[config.mk]
export PLATFORM = sky130hd
export DESIGN_NAME = iterative_slice_adder_flat
export DESIGN_NICKNAME = d
export VERILOG_FILES = /design/src/rtl/iterative_slice_adder_pkg.sv /design/src/rtl/iterative_slice_adder_if.sv /design/src/rtl/iterative_slice_adder_w_slice.sv /design/src/rtl/iterative_slice_adder.sv /design/src/flat_wrapper.sv
export SDC_FILE = /design/constraint.sdc
export NUM_CORES = 1
export LEC_CHECK = 0
export BUFFER_PORTS_ARGS = -buffer_cell sky130_fd_sc_hd__buf_4
export CORE_ASPECT_RATIO = 1.25
export CORE_MARGIN = 8
export CORE_UTILIZATION = 54
export DETAILED_ROUTE_END_ITERATION = 8
export PLACE_DENSITY_LB_ADDON = 0.12
export SLEW_MARGIN = 20
export SYNTH_ARGS = -nofsm -noshare
export SYNTH_HDL_FRONTEND = slang
export SYNTH_SLANG_ARGS = --single-unit
[constraint.sdc]
create_clock -name clk -period 3 [get_ports clk]
set_input_delay 0.3 -clock clk [delete_from_list [all_inputs] [get_ports clk]]
set_output_delay 0.3 -clock clk [all_outputs]
set_load 0.1 [all_outputs]
[src/rtl/iterative_slice_adder_pkg.sv]
// Shared types and helpers for the iterative slice adder.
// The state enum and the slice-counter width function live here.
package isa_pkg;

  typedef enum logic [1:0] {
    IDLE,
    RUN,
    DONE
  } state_e;

  // Width of the slice counter; never below one bit, even for a single slice.
  function automatic int unsigned cnt_width(input int unsigned n, input int unsigned w);
    int unsigned slices;
    slices = n / w;
    return (slices > 1) ? $clog2(slices) : 1;
  endfunction

endpackage

[src/rtl/iterative_slice_adder_if.sv]
// Request/result bundle of the iterative slice adder.
// The master side issues operands and start; the slave side returns the result.
interface iterative_slice_adder_if #(
  parameter int unsigned N = 8
);
  logic         start;
  logic         sub;
  logic         cin;
  logic [N-1:0] a;
  logic [N-1:0] b;
  logic         busy;
  logic         done;
  logic [N-1:0] s;
  logic         carry_out;
  logic         overflow;

  modport master (
    output start, sub, cin, a, b,
    input  busy, done, s, carry_out, overflow
  );

  modport slave (
    input  start, sub, cin, a, b,
    output busy, done, s, carry_out, overflow
  );
endinterface

[src/rtl/iterative_slice_adder_w_slice.sv]
// Purely combinational W-bit adder with carry in and carry out.
// The iterative top reuses one instance for every slice.
module w_slice_adder #(
  parameter int unsigned W = 2
) (
  input  logic [W-1:0] a,
  input  logic [W-1:0] b,
  input  logic         cin,
  output logic [W-1:0] sum,
  output logic         cout
);

  assign {cout, sum} = {1'b0, a} + {1'b0, b} + {{W{1'b0}}, cin};

endmodule

[src/rtl/iterative_slice_adder.sv]
// N-bit add/subtract unit that reuses one W-bit slice adder over N/W cycles,
// least-significant slice first, with the inter-slice carry held in a register.
module iterative_slice_adder
  import isa_pkg::*;
#(
  parameter int unsigned N = 8,
  parameter int unsigned W = 2
) (
  input logic                   clk,
  input logic                   reset,
  iterative_slice_adder_if.slave bus
);

  localparam int unsigned     Slices    = N / W;
  localparam int unsigned     CntW      = cnt_width(N, W);
  localparam logic [CntW-1:0] LastSlice = CntW'(Slices - 1);

  if (W == 0 || W > N || (N % W) != 0) begin : g_param_check
    $error("iterative_slice_adder: N (%0d) must be a nonzero multiple of W (%0d)", N, W);
  end

  state_e          state_q, state_d;
  logic [N-1:0]    op_a_q, op_a_d;
  logic [N-1:0]    op_b_q, op_b_d;
  logic [N-1:0]    s_q, s_d;
  logic            carry_q, carry_d;
  logic            cout_q, cout_d;
  logic            ovf_q, ovf_d;
  logic [CntW-1:0] cnt_q, cnt_d;

  logic [W-1:0]    slice_a, slice_b, slice_sum;
  logic            slice_cout;

  assign slice_a = op_a_q[cnt_q*W +: W];
  assign slice_b = op_b_q[cnt_q*W +: W];

  w_slice_adder #(
    .W(W)
  ) u_slice (
    .a   (slice_a),
    .b   (slice_b),
    .cin (carry_q),
    .sum (slice_sum),
    .cout(slice_cout)
  );

  always_comb begin
    state_d = state_q;
    op_a_d  = op_a_q;
    op_b_d  = op_b_q;
    s_d     = s_q;
    carry_d = carry_q;
    cout_d  = cout_q;
    ovf_d   = ovf_q;
    cnt_d   = cnt_q;
    unique case (state_q)
      IDLE: begin
        if (bus.start) begin
          op_a_d  = bus.a;
          // Subtraction is a + ~b + 1; the +1 enters as the initial carry.
          op_b_d  = bus.sub ? ~bus.b : bus.b;
          carry_d = bus.sub | bus.cin;
          cnt_d   = '0;
          state_d = RUN;
        end
      end
      RUN: begin
        s_d[cnt_q*W +: W] = slice_sum;
        carry_d           = slice_cout;
        cnt_d             = cnt_q + 1'b1;
        if (cnt_q == LastSlice) begin
          cout_d  = slice_cout;
          ovf_d   = (op_a_q[N-1] == op_b_q[N-1]) && (slice_sum[W-1] != op_a_q[N-1]);
          state_d = DONE;
        end
      end
      DONE: begin
        state_d = IDLE;
      end
      default: begin
        state_d = IDLE;
      end
    endcase
  end

  always_ff @(posedge clk or negedge reset) begin
    if (!reset) begin
      state_q <= IDLE;
      op_a_q  <= '0;
      op_b_q  <= '0;
      s_q     <= '0;
      carry_q <= 1'b0;
      cout_q  <= 1'b0;
      ovf_q   <= 1'b0;
      cnt_q   <= '0;
    end else begin
      state_q <= state_d;
      op_a_q  <= op_a_d;
      op_b_q  <= op_b_d;
      s_q     <= s_d;
      carry_q <= carry_d;
      cout_q  <= cout_d;
      ovf_q   <= ovf_d;
      cnt_q   <= cnt_d;
    end
  end

  assign bus.busy      = (state_q == RUN);
  assign bus.done      = (state_q == DONE);
  assign bus.s         = s_q;
  assign bus.carry_out = cout_q;
  assign bus.overflow  = ovf_q;

endmodule

[src/flat_wrapper.sv]
// flat-port wrapper written by rule: the top's interface ports become plain ports
module iterative_slice_adder_flat import isa_pkg::*;
#(
  parameter int unsigned N = 8,
  parameter int unsigned W = 2
)
  (clk, reset, bus_start, bus_sub, bus_cin, bus_a, bus_b, bus_busy, bus_done, bus_s, bus_carry_out, bus_overflow);
  iterative_slice_adder_if #(.N(N)) bus_i ();
  input logic clk;
  input logic reset;
  input wire logic [$bits(bus_i.start)-1:0] bus_start;
  input wire logic [$bits(bus_i.sub)-1:0] bus_sub;
  input wire logic [$bits(bus_i.cin)-1:0] bus_cin;
  input wire logic [$bits(bus_i.a)-1:0] bus_a;
  input wire logic [$bits(bus_i.b)-1:0] bus_b;
  output wire logic [$bits(bus_i.busy)-1:0] bus_busy;
  output wire logic [$bits(bus_i.done)-1:0] bus_done;
  output wire logic [$bits(bus_i.s)-1:0] bus_s;
  output wire logic [$bits(bus_i.carry_out)-1:0] bus_carry_out;
  output wire logic [$bits(bus_i.overflow)-1:0] bus_overflow;
  assign bus_i.start = bus_start;
  assign bus_i.sub = bus_sub;
  assign bus_i.cin = bus_cin;
  assign bus_i.a = bus_a;
  assign bus_i.b = bus_b;
  assign bus_busy = bus_i.busy;
  assign bus_done = bus_i.done;
  assign bus_s = bus_i.s;
  assign bus_carry_out = bus_i.carry_out;
  assign bus_overflow = bus_i.overflow;
  iterative_slice_adder #(.N(N), .W(W)) u_core (.clk(clk), .reset(reset), .bus(bus_i));
endmodule
==> flow_summary_export.csv, run 1 <==
group,metric,value,unit
route,wl,3130,um
clock_network,clockBufferDepth,2,
placed_design,gp_congestion,0.807,
synth,synth_seq_cells,31,
synth,ys_seq_area_share,47.8,%
sta,rsz0062_at_grt,"false",
critical_path,crit_fanout,6,
global_routing,antenna_found_initial,0,
critical_path,cp.required,3280,ps
clock_network,cts.repair.resized,0,
floorplanning,start_util,55.7,%
critical_path,critPathArrivalTime,2810,ps
sta,setup_tns,0,ps
synth,synth_top_cell_area_share,47.8,%
sta,tightest_slew,655,ps
synth,synth_nets,157,
cells_and_area,finalNetCount,193,
cells_and_area,final_common_cell,"buf_4",
sta,min_period_over_period,84.4,%
critical_path,crit_buf_inv,0,
route,drt_first_iter_violations,47,
synth,ys.flop_type,"dfrtp_1",
sta,final.min_clock_period,2530,ps
synth,synthCells,128,
cells_and_area,drive_gt1_share,37.8,%
route,postRouteAntennaNets,0,
global_routing,grt_pass1_wl,5460,um
cells_and_area,synthToLayoutAreaGrowth,19.2,%
sta,slew_violations,0,
clock_network,cts_root_buf,"clkbuf_4",
route,vias,1101,
synth,synth_edf_count,0,
critical_path,cpMaxStageDelayCell,"fa_1",
synth,yosysWarnings,0,
global_routing,grt_util_all_layers,13.8,%
route,first_pass_iters,4,
floorplanning,core_area,0.00292,sq mm
run,maxCapViolCount,0,
critical_path,path_common_cell,"fa_1",
floorplanning,io_pins,33,
critical_path,slowest_delay,610,ps
synth,netlist_area,0.00162,sq mm
sta,postLayoutSetupSlackWorst,468,ps
critical_path,worst_setup_path_end_kind,"flip-flop",
sta,hold_viol,0,
critical_path,critPathLaunchType,"flip-flop",
route,drc,0,
global_routing,gr-total-overflow,0,
route,via_per_inst,5.51,
cells_and_area,diodes,0,
floorplanning,die_h,77.3,um
placed_design,io_buffer_count,32,
sta,fin_skew,5.09,ps
status,status,"completed",
synth,synthArstFlopShare,100,%
synth,avgSynthCellArea,12.7,sq um
critical_path,crit_type,"reg -> reg",
sta,slew_headroom,56.3,%
synth,synth_cell_types,30,
sta,setup_viol,0,
cells_and_area,layout_common_cells,"34 x buf_4, 31 x dfrtp_1, 13 x nor2_1",
route,wire_per_inst,15.7,um
critical_path,cpLargestDelayFamily,"adder cells",
clock_network,insertion_delay,330,ps
floorplanning,die_w,65.1,um
placed_design,post-dp-hpwl,2390,um
clock_network,cts_made_buffers,5,
critical_path,path_cells,"mux4_2 > fa_1 > fa_1 > nor4bb_1 > mux2_2",
clock_network,path_clk_slew,90,ps
clock_network,htree_levels,2,
synth,synthTopCellsByArea,"dfrtp_1 48%, mux2_2 5.5%, mux4_2 5.5%",
synth,synth_top_cell_by_area,"dfrtp_1",
global_routing,grt_pass1_vias,1196,
sta,fmax,0.395,GHz
global_routing,grt_start_max_net_pins,32,
clock_network,cts_tree,"yes",
clock_network,cts.sinks,31,
floorplanning,die_area,0.00503,sq mm
floorplanning,rows,22,
hold_path,hp-class,"in -> reg",
placed_design,pre_cts_ws,479,ps
==> final timing paths <==
path / startpoint / end / slack, ps / cells after the start
max: u_core.cnt_q[0]$_DFFE_PN0P_ / u_core.bus.s[1]$_DFFE_PN0P_ / 470 / 5
min: bus_a[2] / u_core.op_a_q[2]$_DFFE_PN0P_ / 190 / 2
max reg2reg: u_core.cnt_q[0]$_DFFE_PN0P_ / u_core.bus.s[1]$_DFFE_PN0P_ / 470 / 5
min reg2reg: u_core.bus.s[7]$_DFFE_PN0P_ / u_core.bus.s[7]$_DFFE_PN0P_ / 490 / 2
max in group asynchronous: reset / u_core.cnt_q[1]$_DFFE_PN0P_ / 2290 / 2
min in group asynchronous: reset / u_core.bus.s[0]$_DFFE_PN0P_ / 430 / 2
==> worst register-to-register path: stages (launching register included) <==
cell and delay (ps):
dfrtp_1 460, mux4_2 550, fa_1 430, fa_1 610
nor4bb_1 240, mux2_2 190
==> layout make-up <==
class / count / area (sq um)
Sequential cell: 31 / 776
Multi-Input combinational cell: 87 / 778
Inverter: 4 / 15.0
Clock inverter: 1 / 5.00
Clock buffer: 6 / 51.3
Tap cell: 36 / 45.0
Timing Repair Buffer: 35 / 265
Fill cell: 237 / 982
==> cell families after synthesis <==
group	share of synthesized area, %
adders and majority gates	7.09
and+or+nand+nor	13.6
DFF	47.8
AOI/OAI and AO/OA	8.17
buffers and inverters	4.31
xor gates and xnor gates	4.31
muxes	14.8
==> synthesized netlist by cell type, types with 2 or more instances <==
| master | count |
|---|---|
| dfrtp_1 | 31 |
| nor2_1 | 13 |
| a21oi_1 | 9 |
| mux2_2 | 8 |
| xnor2_1 | 8 |
| ha_1 | 6 |
| nand2_1 | 6 |
| a22o_1 | 5 |
| inv_1 | 4 |
| mux2_4 | 4 |
| mux4_2 | 4 |
| nand3b_1 | 4 |
| o21ai_0 | 4 |
| buf_6 | 2 |
| fa_1 | 2 |
| nor3b_1 | 2 |
| nor4b_2 | 2 |
| nor4bb_1 | 2 |
==> routing by layer <==
metal | share of wire, % | global-route usage, % | up-vias
met5 | 0 | 0 | -
met4 | 3.2 | 7.44 | 0
met3 | 5.4 | 5.38 | 9
met2 | 51 | 22.7 | 32
met1 | 40 | 14.8 | 541
li1 | - | - | 519
==> sequential cells by signal, summed over array words and instances (netlist names) <==
name	flops
u_core.bus.s	8
u_core.op_a_q	8
u_core.op_b_q	8
u_core.cnt_q	2
u_core.state_q	2
u_core.bus.carry_out	1
u_core.bus.overflow	1
u_core.carry_q	1
==> through the flow <==
| stage | cell area [sq um] | hold slack [ps] | instances | utilization [%] |
|---|---|---|---|---|
| after floorplan | 1620 | 4.41 | 128 | - |
| after global placement | 1870 | 250 | 192 | 64.1 |
| after detailed placement | 1870 | 255 | 192 | 64.1 |
| after CTS | 1940 | 175 | 200 | 66.3 |
| final | 1940 | 190 | 200 | 66.3 |
| after global routing | 1940 | 167 | 200 | 66.3 |
==> repair_timing <==
action | CTS | global route
hold buffers | 1 | 0
setup buffers | 0 | 0
hold endpoints to repair | 31 | 0
Power of run 1 is not shown: default switching activity piles up to over one toggle a cycle in this logic, so the estimate is an artifact.
==> inputs of run 2 (changes only) <==
--- a/config.mk
+++ b/config.mk
@@ -8,7 +8,7 @@
 export BUFFER_PORTS_ARGS = -buffer_cell sky130_fd_sc_hd__buf_4
 export CORE_ASPECT_RATIO = 1.25
 export CORE_MARGIN = 8
-export CORE_UTILIZATION = 54
+export CORE_UTILIZATION = 49
 export DETAILED_ROUTE_END_ITERATION = 8
 export PLACE_DENSITY_LB_ADDON = 0.12
 export SLEW_MARGIN = 20
==> constraint.sdc (replaced) <==
create_clock -name clk -period 2.04 [get_ports clk]
set_input_delay 0.204 -clock clk [delete_from_list [all_inputs] [get_ports clk]]
set_output_delay 0.204 -clock clk [all_outputs]
set_load 0.1 [all_outputs]
==> flow_summary_export.csv, run 2 (synthesized netlist as in run 1, its figures left out) <==
group,metric,value,unit
global_routing,antenna_found_initial,0,
sta,rsz0062_at_grt,"true",
clock_network,cts_root_buf,"clkbuf_8",
floorplanning,die_h,80.4,um
cells_and_area,diodes,0,
sta,hold_ws,152,ps
critical_path,crit_type,"reg -> reg",
global_routing,gr-total-overflow,0,
floorplanning,core_area,0.00319,sq mm
critical_path,cp.required,2210,ps
route,first_pass_iters,4,
placed_design,post-dp-hpwl,2590,um
hold_path,worstHoldPathCells,2,
route,vias,1138,
sta,slew_headroom,60.9,%
sta,setup_tns,-1260,ps
route,drc,0,
critical_path,critPathLaunchType,"flip-flop",
cells_and_area,drive_gt1_share,45.5,%
hold_path,hp-class,"in -> reg",
clock_network,insertion_delay,280,ps
sta,hold_viol,0,
cells_and_area,finalNetCount,204,
critical_path,rr_endpoint,"u_core.bus.s[1]$_DFFE_PN0P_",
floorplanning,rows,23,
route,drt_first_iter_violations,54,
critical_path,reg2reg_depth,5,
floorplanning,die_w,67.5,um
clock_network,cts.sinks,31,
route,via_per_inst,5.34,
floorplanning,io_pins,33,
hold_path,min_to,"u_core.op_a_q[2]$_DFFE_PN0P_",
cells_and_area,post-route-util,66.0,%
clock_network,clockBufferDepth,2,
hold_path,worstHoldStart,"bus_a[2]",
floorplanning,die_area,0.00542,sq mm
route,wl,3380,um
critical_path,critPathArrivalTime,2500,ps
status,status,"complete, but fails checks",
clock_network,path_clk_slew,60,ps
floorplanning,start_util,50.8,%
cells_and_area,layout_common_cells,"45 x buf_4, 30 x dfrtp_1, 13 x nor2_1",
clock_network,cts_made_buffers,5,
global_routing,grt_util_all_layers,13.6,%
cells_and_area,synthToLayoutAreaGrowth,29.9,%
route,wire_per_inst,15.8,um
critical_path,timing.rr.start,"u_core.cnt_q[0]$_DFFE_PN0P_",
cells_and_area,final_common_cell,"buf_4",
placed_design,io_buffer_count,32,
critical_path,worst_setup_path_end_kind,"flip-flop",
clock_network,postCtsSetupBuffers,0,
sta,final.min_clock_period,2330,ps
status,violations,"negative setup slack",
sta,postLayoutSetupSlackWorst,-294,ps
clock_network,htree_levels,2,
sta,tightest_slew,585,ps
critical_path,crit_fanout,4,
run,maxCapViolCount,0,
global_routing,grt_pass1_wl,5590,um
sta,setup_viol,6,
route,postRouteAntennaNets,0,
critical_path,crit_start,"u_core.cnt_q[0]$_DFFE_PN0P_",
sta,min_period_over_period,114,%
global_routing,grt_pass1_vias,1192,
sta,fmax,0.428,GHz
placed_design,gp_congestion,0.732,
placed_design,pre_cts_ws,-343,ps
global_routing,grt_start_max_net_pins,32,
sta,slew_violations,0,
critical_path,r2r_slack,-290,ps
clock_network,cts_tree,"yes",
sta,fin_skew,5.29,ps
## run 2: changes by cell type in the layout (fill, tap and decap cells not counted), moves of 2 or more
| cell | previous run | this run |
|---|---|---|
| buf_4 | 34 | 45 |
| clkbuf_8 | 1 | 7 |
| clkbuf_4 | 5 | 0 |
| o21ai_0 | 4 | 1 |
| o21ai_1 | 0 | 3 |
| fa_1 | 2 | 0 |
| fa_2 | 0 | 2 |
| nor4bb_1 | 2 | 0 |
## run 2: critical path, cell delays in order (launching register included)
cell and delay, ps:
dfrtp_2 410, mux4_2 530, fa_2 380, fa_2 470
nor4bb_4 170, mux2_4 270
## run 2: final cells by class
cell class                 count  area, sq um
timing repair buffer          46          348
multi-input combinational     87          823
sequential                    31          777
fill                         244         1080
tap                           37         46.3
clock buffer                   8          100
inverter                       4         15.0
## run 2: metrics by stage
stage | instances | instance area, sq um
3_5_place_dp | 204 | 1960
5_1_grt | 213 | 2110
2_1_floorplan | 128 | 1640
4_1_cts | 213 | 2080
6_report | 213 | 2110
3_3_place_gp | 204 | 1960
## run 2: layer usage
metal	part of all wire, %	track usage [%]	wire (um)	vias up
met4	1.2	5.24	40	0
li1	-	-	-	542
met5	0	0	0	-
met2	54	22.5	1810	25
met1	40	15.5	1360	567
met3	4.9	4.59	167	4
## run 2: how the worst max path moves through the flow
stage	to	slack (ps)	depth (start not counted)
after floorplan	u_core.bus.s[1]$_DFFE_PN0P_	-390	6
after global placement	u_core.bus.s[1]$_DFFE_PN0P_	-270	5
after detailed placement	u_core.bus.s[1]$_DFFE_PN0P_	-340	5
after CTS	u_core.bus.s[1]$_DFFE_PN0P_	-360	5
after global routing	u_core.bus.s[7]$_DFFE_PN0P_	-340	6
final	u_core.bus.s[1]$_DFFE_PN0P_	-290	5
## run 2: timing repair
item,4_1_cts,5_1_grt
endpoints found under the hold margin,31,0
resized for setup,1,6
hold buffers,1,0
endpoints found under the setup margin,7,8
pin swaps,2,0
Power of run 2 is left out for the same reason.
